File: src/rtl/sonic_gb_pkg.sv
// Shared types and constants for the SONIC gearbox read controller.
// The idle block is a control block (sync header 2'b10) with block type
// 0x1E and all-zero idle characters, sent whenever the FIFO runs dry.
package sonic_gb_pkg;

  localparam int BLOCK_W = 66;

  localparam logic [BLOCK_W-1:0] SONIC_IDLE_BLOCK = {56'h0, 8'h1E, 2'b10};

  // Controller states: gearbox held off in IDLE/PRIME, fed only in RUN.
  typedef enum logic [1:0] {
    IDLE  = 2'd0,
    PRIME = 2'd1,
    RUN   = 2'd2
  } fsm_t;

  // Per-request decision made at issue time and carried to the landing stage.
  typedef enum logic {
    FETCH = 1'b0,
    SUBST = 1'b1
  } tag_t;

endpackage

File: src/rtl/sonic_delay_line.sv
// Fixed-depth shift register used to age read requests toward the gearbox
// capture point. A synchronous flush empties every stage at once so that
// requests in flight can be abandoned when the controller is disabled.
// DEPTH of zero degenerates to a wire.
module sonic_delay_line #(
  parameter int W     = 1,
  parameter int DEPTH = 1
) (
  input  logic         clk,
  input  logic         rst_n,
  input  logic         flush,
  input  logic [W-1:0] entry,
  output logic [W-1:0] tail
);

  generate
    if (DEPTH == 0) begin : g_wire
      assign tail = entry;
    end else begin : g_shift
      logic [W-1:0] stage [DEPTH];

      // Advance one stage per clock; flush or reset clears the whole line.
      always_ff @(posedge clk or negedge rst_n) begin
        if (!rst_n) begin
          for (int i = 0; i < DEPTH; i++) stage[i] <= '0;
        end else if (flush) begin
          for (int i = 0; i < DEPTH; i++) stage[i] <= '0;
        end else begin
          stage[0] <= entry;
          for (int i = 1; i < DEPTH; i++) stage[i] <= stage[i-1];
        end
      end

      assign tail = stage[DEPTH-1];
    end
  endgenerate

endmodule

File: src/rtl/sonic_gearbox_rd_ctrl.sv
// Read sequencer between the TX 66-bit block FIFO and the 66->40 gearbox.
// Each gearbox read request is aged so that the FIFO is read early enough
// for its data to reach gb_data exactly RD_LATENCY cycles after the
// request. If the FIFO is empty at issue time an idle block is substituted
// instead, keeping the gearbox fed. Statistics feed the register file.
module sonic_gearbox_rd_ctrl
  import sonic_gb_pkg::*;
#(
  parameter int                 RD_LATENCY   = 5,
  parameter int                 FIFO_LAT     = 1,
  parameter int                 USEDW_W      = 9,
  parameter int                 START_THRESH = 16,
  parameter logic [BLOCK_W-1:0] IDLE_BLOCK   = SONIC_IDLE_BLOCK
) (
  input  logic               clk_in,
  input  logic               reset_n,
  input  logic               enable,
  input  logic               clr_stats,
  input  logic               gb_rd_req,
  output logic               gb_ena,
  output logic [BLOCK_W-1:0] gb_data,
  input  logic               fifo_empty,
  input  logic [USEDW_W-1:0] fifo_usedw,
  input  logic [BLOCK_W-1:0] fifo_q,
  output logic               fifo_rdreq,
  output logic               underflow,
  output logic               underflow_sticky,
  output logic [31:0]        blk_cnt,
  output logic [15:0]        uflow_cnt
);

  // Stage (counted in cycles after the request) where the FIFO is read,
  // chosen so the FIFO output is valid one cycle before gb_data updates.
  localparam int ISSUE = RD_LATENCY - FIFO_LAT - 1;

  localparam logic [USEDW_W-1:0] THRESH = USEDW_W'(START_THRESH);

  function automatic logic [15:0] sat_inc(input logic [15:0] v);
    sat_inc = (v == 16'hFFFF) ? v : v + 16'd1;
  endfunction

  fsm_t       state;
  logic       run;
  logic       flush;
  logic       accept;
  logic       issue_vld;
  tag_t       issue_tag;
  logic [1:0] land_bits;
  logic       land_vld;
  tag_t       land_tag;
  logic       land_fetch;
  logic       land_subst;

  assign run    = (state == RUN);
  // Dropping enable abandons everything in flight, including the read
  // decision being made in the same cycle.
  assign flush  = ~enable;
  assign accept = gb_rd_req & run;

  // Control FSM; gb_ena is registered with the state so it tracks RUN exactly.
  always_ff @(posedge clk_in or negedge reset_n) begin
    if (!reset_n) begin
      state  <= IDLE;
      gb_ena <= 1'b0;
    end else if (!enable) begin
      state  <= IDLE;
      gb_ena <= 1'b0;
    end else begin
      case (state)
        IDLE: begin
          state <= PRIME;
        end
        PRIME: begin
          if (fifo_usedw >= THRESH) begin
            state  <= RUN;
            gb_ena <= 1'b1;
          end
        end
        RUN: begin
          state <= RUN;
        end
        default: begin
          state  <= IDLE;
          gb_ena <= 1'b0;
        end
      endcase
    end
  end

  // ---- request aging: accept -> issue stage ----
  sonic_delay_line #(
    .W     (1),
    .DEPTH (ISSUE)
  ) u_issue_line (
    .clk   (clk_in),
    .rst_n (reset_n),
    .flush (flush),
    .entry (accept),
    .tail  (issue_vld)
  );

  // ---- issue stage: decide FIFO read or idle substitution ----
  assign issue_tag  = fifo_empty ? SUBST : FETCH;
  assign fifo_rdreq = issue_vld & ~fifo_empty & enable;

  sonic_delay_line #(
    .W     (2),
    .DEPTH (FIFO_LAT)
  ) u_land_line (
    .clk   (clk_in),
    .rst_n (reset_n),
    .flush (flush),
    .entry ({issue_vld, issue_tag}),
    .tail  (land_bits)
  );

  // ---- landing stage: FIFO data valid, capture into gb_data ----
  assign land_vld   = land_bits[1] & enable;
  assign land_tag   = tag_t'(land_bits[0]);
  assign land_fetch = land_vld & (land_tag == FETCH);
  assign land_subst = land_vld & (land_tag == SUBST);

  // Gearbox data register; holds its value between landings.
  always_ff @(posedge clk_in or negedge reset_n) begin
    if (!reset_n) begin
      gb_data <= IDLE_BLOCK;
    end else if (land_fetch) begin
      gb_data <= fifo_q;
    end else if (land_subst) begin
      gb_data <= IDLE_BLOCK;
    end
  end

  // Statistics; a clear in the same cycle as an increment wins.
  always_ff @(posedge clk_in or negedge reset_n) begin
    if (!reset_n) begin
      underflow        <= 1'b0;
      underflow_sticky <= 1'b0;
      blk_cnt          <= 32'd0;
      uflow_cnt        <= 16'd0;
    end else begin
      underflow <= land_subst;
      if (clr_stats) begin
        underflow_sticky <= 1'b0;
        blk_cnt          <= 32'd0;
        uflow_cnt        <= 16'd0;
      end else begin
        if (land_fetch) begin
          blk_cnt <= blk_cnt + 32'd1;
        end
        if (land_subst) begin
          uflow_cnt        <= sat_inc(uflow_cnt);
          underflow_sticky <= 1'b1;
        end
      end
    end
  end

endmodule
File: config.mk
export PLATFORM = sky130hd
export DESIGN_NAME = sonic_gearbox_rd_ctrl
export DESIGN_NICKNAME = d
export VERILOG_FILES = /design/src/rtl/sonic_gb_pkg.sv /design/src/rtl/sonic_delay_line.sv /design/src/rtl/sonic_gearbox_rd_ctrl.sv
export SDC_FILE = /design/constraint.sdc
export NUM_CORES = 1
export LEC_CHECK = 0
export CORE_MARGIN = 3
export CORE_UTILIZATION = 50
export CTS_BUF_LIST = sky130_fd_sc_hd__clkbuf_4
export CTS_CLUSTER_SIZE = 12
export DETAILED_ROUTE_END_ITERATION = 10
export DONT_BUFFER_PORTS = 1
export PLACE_DENSITY = 0.72
export REMOVE_ABC_BUFFERS = 1
export SETUP_SLACK_MARGIN = 0.02
export SLEW_MARGIN = 15
export SYNTH_ARGS = -nofsm -noshare
export SYNTH_HDL_FRONTEND = slang
export SYNTH_SLANG_ARGS = --single-unit
File: constraint.sdc
create_clock -name clk_in -period 4.3 [get_ports clk_in]
set_input_delay 0.86 -clock clk_in [delete_from_list [all_inputs] [get_ports clk_in]]
set_output_delay 0.86 -clock clk_in [all_outputs]
set_load 0.05 [all_outputs]
==> run metrics <==
crit path kind reg -> reg; Routed Antenna Nets 0; RSZ-0062 raised after global routing false; global-route wire length before repair 21.5 mm; Total Routing Usage GR 20.7%; YS warnings 0; Worst-path clk slew 110 ps; CP Capture Type flip-flop; antenna violations before repair 0; total grt overflow 0; vias in the first global route 4347; buffer count from post-CTS setup fixing 0; Setup WS post-layout 1480 ps; worst endpoint required time 4730 ps; post-synthesis async set-or-reset flop share 100%; via count of the routed design 4368; run status finished clean; Tcrit/Tclk final 65.5%; Die Width 113 µm; commonest non-fill, non-tap cell in the layout dfrtp_1; Post-synth top flop dfrtp_1; WP data arrival 3240 ps; Max Slew Vio Count 0; initial core utilization 52.3%; register area share after synthesis 53.9%; most area-consuming cells after synthesis dfrtp_1, nand2b_1, o21ai_0; Peak VDD IR 0.196 mV; Netlist cell types 39; Root Driver clkbuf_4; drt pass-1 iters 4; Post-Route WL 13.5 mm; slew margin rel. 37.8%; final core occ 56.3%; hpwl dp 8.76 mm; post-cts sizing count 0; htree depth 4; Pleak 2.68 nW; Clk Latency, worst-skew pair 490 ps; Syn Inst Count 606; Die ar. 0.0129 mm²; layout cells sized above 1 9.49%; Die Span Y 113 µm; PD cells 373 mW/mm²; Iteration-0 DRC Markers 380; IO Port Bufs 0; f_max 355 MHz; most frequent cells in the layout dfrtp_1, nand2_1, o21ai_0, nand2b_1, nor2_1; Clock Tree Buf Depth 2; CP Launch Type flip-flop; floorplan row count 38; Layout area overhead 7.75%; CTS Sinks 124; TritonCTS clock tree done; Post-synth EDFFs 0; number of vias per cell 5.82; #FFs+latches synth 124; crit-path max FO 19; Avg Inst Size Synth 9.51 µm²; Num CTS Buffers 17; final setup vio count 0; largest net degree at the start of global routing 103; antenna cells 0; Top Ports 199; Setup WS pre-CTS 1510 ps; Mapped Area 0.00577 mm²; Hold Path Class in -> async; DRC viols 0; Clock Skews 15.1 ps; share of the synthesized area in the top cell type 51.6%; max-cap check violation count 0; GPL Wtd Cong 0.801; largest area contributor in the netlist dfrtp_1; final net count 684; Avg WL per Cell 18.0 µm; post-route minimum period 2820 ps; Min Hold Slack 57.7 ps; Worst Tran Pin Value 931 ps; Hold-fix buffers, CTS 3; Fin. Hold Viols 0; CORE AREA 0.0110 mm²; Total Power 2.32 mW; TNS Setup 0 ps
sequential cells by signal, summed over array words and instances, names as in the netlist:
signal and flops:
underflow_sticky 1, blk_cnt 32, uflow_cnt 16, u_issue_line.g_shift.stage 2, u_land_line.tail 2, state 2
gb_data 66, underflow 1, gb_ena 1, u_issue_line.tail 1
per-layer routing:
metal  share of wire (%)  vias up  GRT usage (%)
met1                  39     2077           25.0
met4                 1.2        0           6.25
met3                  12       16           9.92
met5                   0        -              0
met2                  49      190           33.1
li1                    -     2085              -
power breakdown:
group	switching (mW)	leakage, nW	internal, mW	total, mW
sequential	0.197	1.70	1.22	1.41
clock	0.447	0.145	0.343	0.790
combinational	0.0659	0.830	0.0511	0.117
total	0.709	2.68	1.61	2.32
area by class of cell:
cell class                 instances  area (µm²)
sequential                       124        3110
timing repair buffer               8         113
tap                              140         175
inverter                          13        48.8
fill                             986        4820
multi-input combinational        434        2490
clock inverter                    15         150
clock buffer                      17         128
through the flow:
step | instance area, µm² | std cells
3_5_place_dp | 5830 | 713
4_1_cts | 6150 | 748
5_1_grt | 6210 | 751
3_3_place_gp | 5830 | 713
6_report | 6210 | 751
2_1_floorplan | 5630 | 571
worst paths after layout:
| path | from | endpoint | slack [ps] | depth (start not counted) |
|---|---|---|---|---|
| max | blk_cnt[0]$_DFFE_PN0P_ | blk_cnt[28]$_DFFE_PN0P_ | 1480 | 5 |
| min in group clk_in | clr_stats | blk_cnt[24]$_DFFE_PN0P_ | 410 | 1 |
| max in group asynchronous | reset_n | uflow_cnt[9]$_DFFE_PN0P_ | 3250 | 1 |
| min reg2reg | u_issue_line.g_shift.stage[1]$_DFF_PN0_ | u_issue_line.tail$_DFF_PN0_ | 460 | 1 |
| min | reset_n | blk_cnt[25]$_DFFE_PN0P_ | 60 | 0 |
| max reg2reg | blk_cnt[0]$_DFFE_PN0P_ | blk_cnt[28]$_DFFE_PN0P_ | 1480 | 5 |
logic make-up after synthesis:
group | share of synthesized area, %
buffers and inverters | 3.15
flip-flops | 53.9
AND/OR/NAND/NOR | 26.5
adder cells (fa/ha/maj) | 1.09
XOR/XNOR | 1.22
AO/OA/AOI/OAI | 11.6
multiplexers | 2.52
Yosys cell counts (2+ instances only):
| cell | instances |
|---|---|
| or3_1 | 5 |
| mux2_2 | 12 |
| o21ai_0 | 78 |
| nor2b_1 | 11 |
| and3_1 | 6 |
| or4_1 | 15 |
| nand4_1 | 12 |
| nand4b_1 | 3 |
| and4_1 | 7 |
| xnor2_1 | 4 |
| dfstp_2 | 5 |
| nand2_1 | 82 |
| nor2_1 | 35 |
| nor4_1 | 5 |
| nand2b_1 | 63 |
| o31ai_1 | 13 |
| xor2_1 | 4 |
| dfrtp_1 | 119 |
| nor3_1 | 6 |
| buf_1 | 2 |
| inv_1 | 12 |
| clkbuf_1 | 32 |
| and2_1 | 6 |
| ha_1 | 5 |
| a21oi_1 | 28 |
| nand3_1 | 23 |
worst max-delay path, stage by stage, from the launching register on:
cell	delay (ps)
dfrtp_1	760
ha_1	370
inv_1	60
or4_1	830
or4_1	580
a21oi_1	150
No activity file was read; power rests on OpenSTA's default activity.
